[src/rtl/nn_pkg.sv]
// Shared constants and state type for the neuron MAC and the sigmoid stage.
package nn_pkg;

  localparam int unsigned DOUT_W    = 22;
  localparam int unsigned DOUT_FRAC = 14;
  localparam int unsigned ACT_W     = 8;
  localparam int unsigned WGT_W     = 8;
  localparam int unsigned PROD_W    = 17;

  localparam logic [DOUT_W-1:0] SAT_POS = 22'h1FFFFF;
  localparam logic [DOUT_W-1:0] SAT_NEG = 22'h200000;

  typedef enum logic [2:0] {
    IDLE,
    ACC,
    DRAIN,
    SAT,
    OUT
  } state_e;

endpackage

[src/rtl/neuron_mac_if.sv]
// Beat stream in, pre-activation word out, plus control/status of one neuron.
interface neuron_mac_if;
  import nn_pkg::*;

  logic              start;
  logic [DOUT_W-1:0] bias;
  logic              in_valid;
  logic              in_ready;
  logic [ACT_W-1:0]  act;
  logic [WGT_W-1:0]  wgt;
  logic              out_valid;
  logic              out_ready;
  logic [DOUT_W-1:0] dout;
  logic              busy;

  // Driver of beats and consumer of the result.
  modport master (
    output start, bias, in_valid, act, wgt, out_ready,
    input  in_ready, out_valid, dout, busy
  );

  // The neuron itself.
  modport slave (
    input  start, bias, in_valid, act, wgt, out_ready,
    output in_ready, out_valid, dout, busy
  );

endinterface

[src/rtl/neuron_sat.sv]
// Combinational signed saturator from an ACC_W accumulator to a 22-bit Q7.14 word.
module neuron_sat
  import nn_pkg::*;
#(
  parameter int unsigned ACC_W = 26
) (
  input  logic [ACC_W-1:0]  acc,
  output logic [DOUT_W-1:0] sat
);

  // In range iff every bit above the result sign matches the accumulator sign.
  always_comb begin
    sat = acc[DOUT_W-1:0];
    if (acc[ACC_W-1:DOUT_W-1] != {(ACC_W-DOUT_W+1){acc[ACC_W-1]}}) begin
      sat = acc[ACC_W-1] ? SAT_NEG : SAT_POS;
    end
  end

endmodule

[src/rtl/neuron_mac.sv]
// Sequential multiply-accumulate neuron: N_IN beats + bias -> one saturated Q7.14 word.
module neuron_mac
  import nn_pkg::*;
#(
  parameter int unsigned N_IN  = 784,
  parameter int unsigned ACC_W = 26,
  parameter int unsigned CNT_W = 10
) (
  input logic         clk,
  input logic         rst_n,
  neuron_mac_if.slave bus
);

  localparam logic [CNT_W-1:0] LAST = CNT_W'(N_IN - 1);

  state_e              state_q, state_d;
  logic [CNT_W-1:0]    count_q, count_d;
  logic [PROD_W-1:0]   p_q, p_d;
  logic                pv_q, pv_d;
  logic [ACC_W-1:0]    acc_q, acc_d;
  logic [DOUT_W-1:0]   dout_q, dout_d;
  logic                ov_q, ov_d;
  logic [DOUT_W-1:0]   sat_val;
  logic [PROD_W-1:0]   act_ext, wgt_ext, prod;
  logic                hs;

  // Unsigned activation times signed weight; the product fits 17 bits exactly.
  assign act_ext = {{(PROD_W-ACT_W){1'b0}}, bus.act};
  assign wgt_ext = {{(PROD_W-WGT_W){bus.wgt[WGT_W-1]}}, bus.wgt};
  assign prod    = act_ext * wgt_ext;

  assign hs = bus.in_valid && (state_q == ACC);

  neuron_sat #(
    .ACC_W(ACC_W)
  ) u_sat (
    .acc(acc_q),
    .sat(sat_val)
  );

  // Next-state and datapath updates.
  always_comb begin
    state_d = state_q;
    count_d = count_q;
    p_d     = p_q;
    pv_d    = 1'b0;
    acc_d   = acc_q;
    dout_d  = dout_q;
    ov_d    = ov_q;
    // Product registered last cycle is folded in one cycle later.
    if (pv_q) begin
      acc_d = acc_q + {{(ACC_W-PROD_W){p_q[PROD_W-1]}}, p_q};
    end
    unique case (state_q)
      IDLE: begin
        if (bus.start) begin
          acc_d   = {{(ACC_W-DOUT_W){bus.bias[DOUT_W-1]}}, bus.bias};
          count_d = '0;
          state_d = ACC;
        end
      end
      ACC: begin
        if (hs) begin
          p_d     = prod;
          pv_d    = 1'b1;
          count_d = count_q + 1'b1;
          if (count_q == LAST) begin
            state_d = DRAIN;
          end
        end
      end
      DRAIN: state_d = SAT;
      SAT: begin
        dout_d  = sat_val;
        ov_d    = 1'b1;
        state_d = OUT;
      end
      OUT: begin
        if (bus.out_ready) begin
          ov_d    = 1'b0;
          state_d = IDLE;
        end
      end
      default: state_d = IDLE;
    endcase
  end

  // State and datapath registers.
  always_ff @(posedge clk or negedge rst_n) begin
    if (!rst_n) begin
      state_q <= IDLE;
      count_q <= '0;
      p_q     <= '0;
      pv_q    <= 1'b0;
      acc_q   <= '0;
      dout_q  <= '0;
      ov_q    <= 1'b0;
    end else begin
      state_q <= state_d;
      count_q <= count_d;
      p_q     <= p_d;
      pv_q    <= pv_d;
      acc_q   <= acc_d;
      dout_q  <= dout_d;
      ov_q    <= ov_d;
    end
  end

  assign bus.in_ready  = (state_q == ACC);
  assign bus.busy      = (state_q != IDLE);
  assign bus.out_valid = ov_q;
  assign bus.dout      = dout_q;

endmodule

[src/flat_wrapper.sv]
// flat-port wrapper written by rule: the top's interface ports become plain ports
module neuron_mac_flat import nn_pkg::*;
#(
  parameter int unsigned N_IN  = 784,
  parameter int unsigned ACC_W = 26,
  parameter int unsigned CNT_W = 10
)
  (clk, rst_n, bus_start, bus_bias, bus_in_valid, bus_act, bus_wgt, bus_out_ready, bus_in_ready, bus_out_valid, bus_dout, bus_busy);
  neuron_mac_if bus_i ();
  input logic clk;
  input logic rst_n;
  input wire logic [$bits(bus_i.start)-1:0] bus_start;
  input wire logic [$bits(bus_i.bias)-1:0] bus_bias;
  input wire logic [$bits(bus_i.in_valid)-1:0] bus_in_valid;
  input wire logic [$bits(bus_i.act)-1:0] bus_act;
  input wire logic [$bits(bus_i.wgt)-1:0] bus_wgt;
  input wire logic [$bits(bus_i.out_ready)-1:0] bus_out_ready;
  output wire logic [$bits(bus_i.in_ready)-1:0] bus_in_ready;
  output wire logic [$bits(bus_i.out_valid)-1:0] bus_out_valid;
  output wire logic [$bits(bus_i.dout)-1:0] bus_dout;
  output wire logic [$bits(bus_i.busy)-1:0] bus_busy;
  assign bus_i.start = bus_start;
  assign bus_i.bias = bus_bias;
  assign bus_i.in_valid = bus_in_valid;
  assign bus_i.act = bus_act;
  assign bus_i.wgt = bus_wgt;
  assign bus_i.out_ready = bus_out_ready;
  assign bus_in_ready = bus_i.in_ready;
  assign bus_out_valid = bus_i.out_valid;
  assign bus_dout = bus_i.dout;
  assign bus_busy = bus_i.busy;
  neuron_mac #(.N_IN(N_IN), .ACC_W(ACC_W), .CNT_W(CNT_W)) u_core (.clk(clk), .rst_n(rst_n), .bus(bus_i));
endmodule
[config.mk]
export PLATFORM = sky130hd
export DESIGN_NAME = neuron_mac_flat
export DESIGN_NICKNAME = d
export VERILOG_FILES = /design/src/rtl/nn_pkg.sv /design/src/rtl/neuron_mac_if.sv /design/src/rtl/neuron_sat.sv /design/src/rtl/neuron_mac.sv /design/src/flat_wrapper.sv
export SDC_FILE = /design/constraint.sdc
export NUM_CORES = 1
export LEC_CHECK = 0
export CORE_UTILIZATION = 45
export DETAILED_ROUTE_END_ITERATION = 8
export GPL_TIMING_DRIVEN = 0
export PLACE_DENSITY_LB_ADDON = 0.05
export SLEW_MARGIN = 20
export SYNTH_ARGS = -nofsm -noshare
export SYNTH_HDL_FRONTEND = slang
export SYNTH_SLANG_ARGS = --single-unit
[constraint.sdc]
create_clock -name clk -period 5.07 [get_ports clk]
set_clock_uncertainty 0.1 [all_clocks]
set_input_delay 0.507 -clock clk [delete_from_list [all_inputs] [get_ports clk]]
set_output_delay 0.507 -clock clk [all_outputs]
set_load 0.01 [all_outputs]
== Word-level counts from Yosys, hierarchy flattened ==
Cells that the tools add are included.
Widths: inputs -> output; s select.

* Add/sub/neg operators: 2
* Multipliers: 1
* Equal/unequal tests: 10
* Muxes and demuxes: 17
* Reduce and logical (&&, ||, !) cells: 9

{| class="wikitable"
|+ Operator list
! operator !! number
|-
| $mux 26 || 3
|-
| $mux 22 || 2
|-
| $add 26x26->26 || 1
|-
| $mux 10 || 2
|-
| $pmux 10 s2 || 1
|-
| $mul 9x8->17 || 1
|-
| $pmux 3 s5 || 1
|-
| $mux 3 || 4
|-
| $add 10x1->10 const B || 1
|-
| $eq 10x10->1 const B || 1
|-
| $eq 3x2->1 const B || 2
|-
| $ne 2x1->1 const B || 2
|-
| $ne 2x2->1 const B || 2
|-
| $ne 4x4->1 || 1
|-
| $reduce_and 2->1 || 2
|-
| $reduce_and 4->1 || 1
|-
| $reduce_bool 2->1 || 2
|-
| $eq 3x1->1 const B || 1
|-
| $eq 3x3->1 const B || 1
|-
| $logic_not 3->1 || 1
|-
| $mux 1 || 3
|-
| $reduce_and 3->1 || 1
|-
| $reduce_bool 3->1 || 1
|-
| $pmux 1 s2 || 1
|-
| $logic_and 1x1->1 || 1
|}

* Bits in registers: 80
* Bits of input ports: 43
* Output and inout bits: 25
* Word-level logic and storage cells: 46

== Logic depth before layout (Yosys ltp) ==
* Depth after elaboration: 4
* Mapped depth: 19

== Cells and area by module ==
From an unflattened synthesis, not the netlist that was laid out.

* Cells, all modules: 833
* Area, all modules: 7502.2 µm²

{| class="wikitable"
|+ Modules (own cells, without submodules)
! module !! times used !! cells each !! area an instance (µm²) !! seq. area each (µm²)
|-
| neuron_mac || 1 || 753 || 6862.8 || 2001.9
|-
| neuron_sat || 1 || 80 || 639.4 || 0.0
|}

== Worst setup path before layout ==
Ideal clock, no wire load.

* Path kind: input to register
* Start: input bus_act[0]
* End: register u_core.p_q[12]
* Library setup time: 95 ps
* Data arrival time: 4065 ps
* Data required time: 4875 ps
* Setup slack: 809 ps
* Stages on the path: 15
* Path buffers: 0
* Cells stage by stage: nand2b_1 > fa_1 > fa_1 > inv_1 > fa_1 > inv_1 > fa_1 > inv_1 > ha_1 > o21ai_0 > a21oi_1 > o21ai_0 > a21boi_0 > nor3_1 > o31ai_1

* Longest elaborated chain between the ends: 1

{| class="wikitable"
|+ RTL lines
! element !! line !! text
|-
| start: declaration || flat_wrapper.sv:15 || <nowiki>input wire logic [$bits(bus_i.act)-1:0] bus_act;</nowiki>
|-
| $mul 9x8->17 || neuron_mac.sv:30 || <nowiki>assign prod = act_ext * wgt_ext;</nowiki>
|-
| end signal: assignment || neuron_mac.sv:101 || <nowiki>p_q <= p_d;</nowiki>
|-
| end: declaration || neuron_mac.sv:18 || <nowiki>logic [PROD_W-1:0] p_q, p_d;</nowiki>
|}

Every way passes these cells.
A chain may end at the register's enable or synchronous reset.

== Worst setup path after layout ==
* Start: input bus_wgt[7]
* End: register u_core.p_q[12]

* Longest elaborated chain between the ends: 1

{| class="wikitable"
|+ RTL lines
! element !! line !! text
|-
| start: declaration || flat_wrapper.sv:16 || <nowiki>input wire logic [$bits(bus_i.wgt)-1:0] bus_wgt;</nowiki>
|-
| $mul 9x8->17 || neuron_mac.sv:30 ||
|}

Every way passes these cells.

==> impl_metrics.py <==
metrics = {
    "status": {
        "status": "finished clean",
    },
    "place": {
        "dpl-instance-area_mm2": 0.00781,
        "port-buffer-count": 67,
        "hpwl_mm": 13.6,
        "gp_congestion": 0.890,
        "dp_cells": 1042,
    },
    "pwr": {
        "power.density_mw_per_mm2": 607,
        "ir_drop_mv": 0.239,
        "switching_share_pct": 45.4,
        "leakagePower_uw": 0.00382,
        "p_int_uw": 2690,
        "total_power_uw": 4930,
        "seqPwrFrac_pct": 24.0,
        "pwr-share-comb_pct": 62.4,
        "power.switching_uw": 2240,
        "clkPwrFrac_pct": 13.7,
    },
    "clocking": {
        "clock_latency_ps": 340,
        "cts-root-buf": "clkbuf_16",
        "cts.path.max_buffers": 2,
        "cts_sinks": 80,
        "htree_num_levels": 3,
        "cts.clk_slew.worst_paths_ps": 60,
        "cts_tree": "yes",
        "numCtsBuffers": 9,
        "hold_buffers": 0,
    },
    "synth": {
        "synth_edf_count": 0,
        "async_flop_share_pct": 100,
        "yosysMostFrequentCell": "nor2_1",
        "syn_area_mm2": 0.00689,
        "synthDistinctLibCells": 59,
        "synth_ff_type": "dfrtp_1",
        "yosys_warnings": 0,
        "ys_seq_elements": 80,
        "synthesis.nets": 940,
        "synth_common_cells": "nor2_1, nand2_1, dfrtp_1, ha_1, inv_1",
        "synth_top_cell_by_area": "dfrtp_1",
        "ys_seq_area_share_pct": 29.1,
        "synth_cells": 790,
        "synth_area_leaders": "dfrtp_1, ha_1, fa_1",
        "synth.top_cell.area_share_pct": 29.1,
        "syn_avg_cell_area_um2": 8.72,
    },
    "routing": {
        "wl_per_cell_um": 15.8,
        "drc_errors": 0,
        "drt-total-wl_mm": 16.7,
        "viasPerCell": 5.44,
        "ant_nets": 0,
        "drt-pass1-iter-count": 5,
        "dr_total_vias": 5752,
        "first_iter_violations": 285,
    },
    "timing": {
        "setup_viol": 0,
        "slew_violations": 0,
        "min_period_over_period_pct": 93.5,
        "period_needed_ps": 4740,
        "hold_slack_ps": 35.0,
        "rsz0062_at_grt": "false",
        "fmax_mhz": 211,
        "hold_viol_final": 0,
        "tightest_slew_ps": 801,
        "slew_headroom_pct": 46.6,
    },
    "cells_and_area": {
        "layout.nets": 1019,
        "diodes": 0,
        "nFillCells": 1390,
        "drive_gt1_share_pct": 4.00,
        "design_area_mm2": 0.00812,
        "area_growth_syn_to_layout_pct": 17.9,
        "layoutNonFillerInstCount": 1058,
    },
    "global_route": {
        "grtUsageTotal_pct": 22.6,
        "grt_pass1_vias": 5698,
        "grt-ovfl-total": 0,
        "grt_max_degree": 43,
        "grt_pass1_wl_mm": 28.4,
        "antenna_found_initial": 0,
    },
    "critical_path": {
        "crit_path_start_kind": "input pin",
        "setup.worst_path.start": "bus_wgt[7]",
        "r2r-start": "u_core.p_q[16]",
        "end_kind": "flip-flop",
        "cp.required_ps": 5220,
        "path_max_fanout": 6,
        "worstPathArrival_ps": 4890,
        "critical_path_class": "input pin to flip-flop",
    },
    "floorplan": {
        "num_rows": 44,
        "ioPinCount": 68,
        "fp.coreArea_mm2": 0.0148,
        "initial_core_util_pct": 46.7,
        "dieHeight_um": 126,
        "die_area_mm2": 0.0158,
        "die_w_um": 126,
    },
    "run": {
        "drv_cap": 0,
    },
    "min_path": {
        "hp-class": "input pin to asynchronous set/reset pin",
    },
}
-- registers in the layout, indices dropped and copies added (netlist names) --
register	count
u_core.acc_q	26
u_core.pv_q	1
u_core.state_q	3
u_core.bus.out_valid	1
u_core.count_q	10
u_core.p_q	17
u_core.bus.dout	22
-- power groups by stage --
stage / combinational [uW] / sequential [uW] / clock [uW]
3_3_place_gp: 3010 / 1180 / 0
2_1_floorplan: 2250 / 1140 / 0
6_report: 3070 / 1180 / 675
4_1_cts: 3080 / 1180 / 694
3_5_place_dp: 3060 / 1190 / 0
5_1_grt: 3460 / 1220 / 715
-- final timing paths --
kind,to,cells after the start,slack [ps]
worst min-delay path,u_core.acc_q[21],1,40
worst max register to register,u_core.acc_q[22],9,2080
worst max-delay path,u_core.p_q[12],16,330
worst min register to register,u_core.p_q[3],2,380
max in group asynchronous,u_core.p_q[4],2,4240
min in group clk,u_core.p_q[3],2,380
-- routing by layer --
metal	wire (um)	vias to the layer above	track usage (%)
met5	0	-	0
met4	222	0	5.60
met3	545	18	3.44
met2	8040	101	38.8
met1	7880	2778	30.0
li1	-	2855	-
-- cell usage in the layout, fill, tap and decap left out, types with 12 or more instances in the layout --
cell type / instances
nor2_1: 87
ha_1: 69
and2_1: 41
xor2_1: 18
clkbuf_1: 26
inv_1: 66
nand2_1: 82
xnor2_1: 14
dfrtp_1: 80
a21oi_1: 63
fa_1: 38
a21o_1: 17
nand3_1: 12
nor3_1: 13
clkdlybuf4s50_1: 66
o21ai_0: 37
and3_1: 15
-- logic make-up after synthesis --
| logic type | count (synthesis) | share of synthesized area (%) |
|---|---|---|
| mux | 14 | 2.16 |
| fa+ha+maj | 107 | 23.6 |
| simple gates | 285 | 19.6 |
| buf+inv | 95 | 5.18 |
| compound gates | 177 | 16.3 |
| flops | 80 | 29.1 |
| xor+xnor | 32 | 4.07 |
-- worst max-delay path: stages --
cell and delay, ps:
clkdlybuf4s50_1 620, inv_1 200, nor2_1 200, fa_1 460, fa_1 520, fa_1 540, inv_1 50, fa_1 520
inv_1 40, ha_1 280, inv_1 60, a21oi_1 220, o21ai_0 150, a21boi_1 220, nor3_1 70, o31ai_1 210
-- metrics by stage --
step / TNS, ps / util (%) / setup slack (ps)
after floorplan: 0 / - / 809
after global placement: -116 / 52.8 / -61.6
after detailed placement: -371 / 52.9 / -147
after CTS: 0 / 55.0 / 233
after global routing: 0 / 55.0 / 14.8
final: 0 / 55.0 / 328
-- layout make-up --
type                    instances  area, um^2  area share [%]
flip-flops and latches         80        2000            24.6
clock buffers                  10         239            2.94
plain buffers                  28         105            1.29
multi-input cells             615        4530            55.8
well taps                     184         230            2.83
inverters                      67         251            3.10
clock inverters                 6        75.1           0.924
repair buffers                 68         688            8.47
-- repair_timing --
action	CTS	global route
setup endpoints to repair	0	2
setup buffers	0	0
resized for setup	0	2
Power figures use the tool's default switching activity.
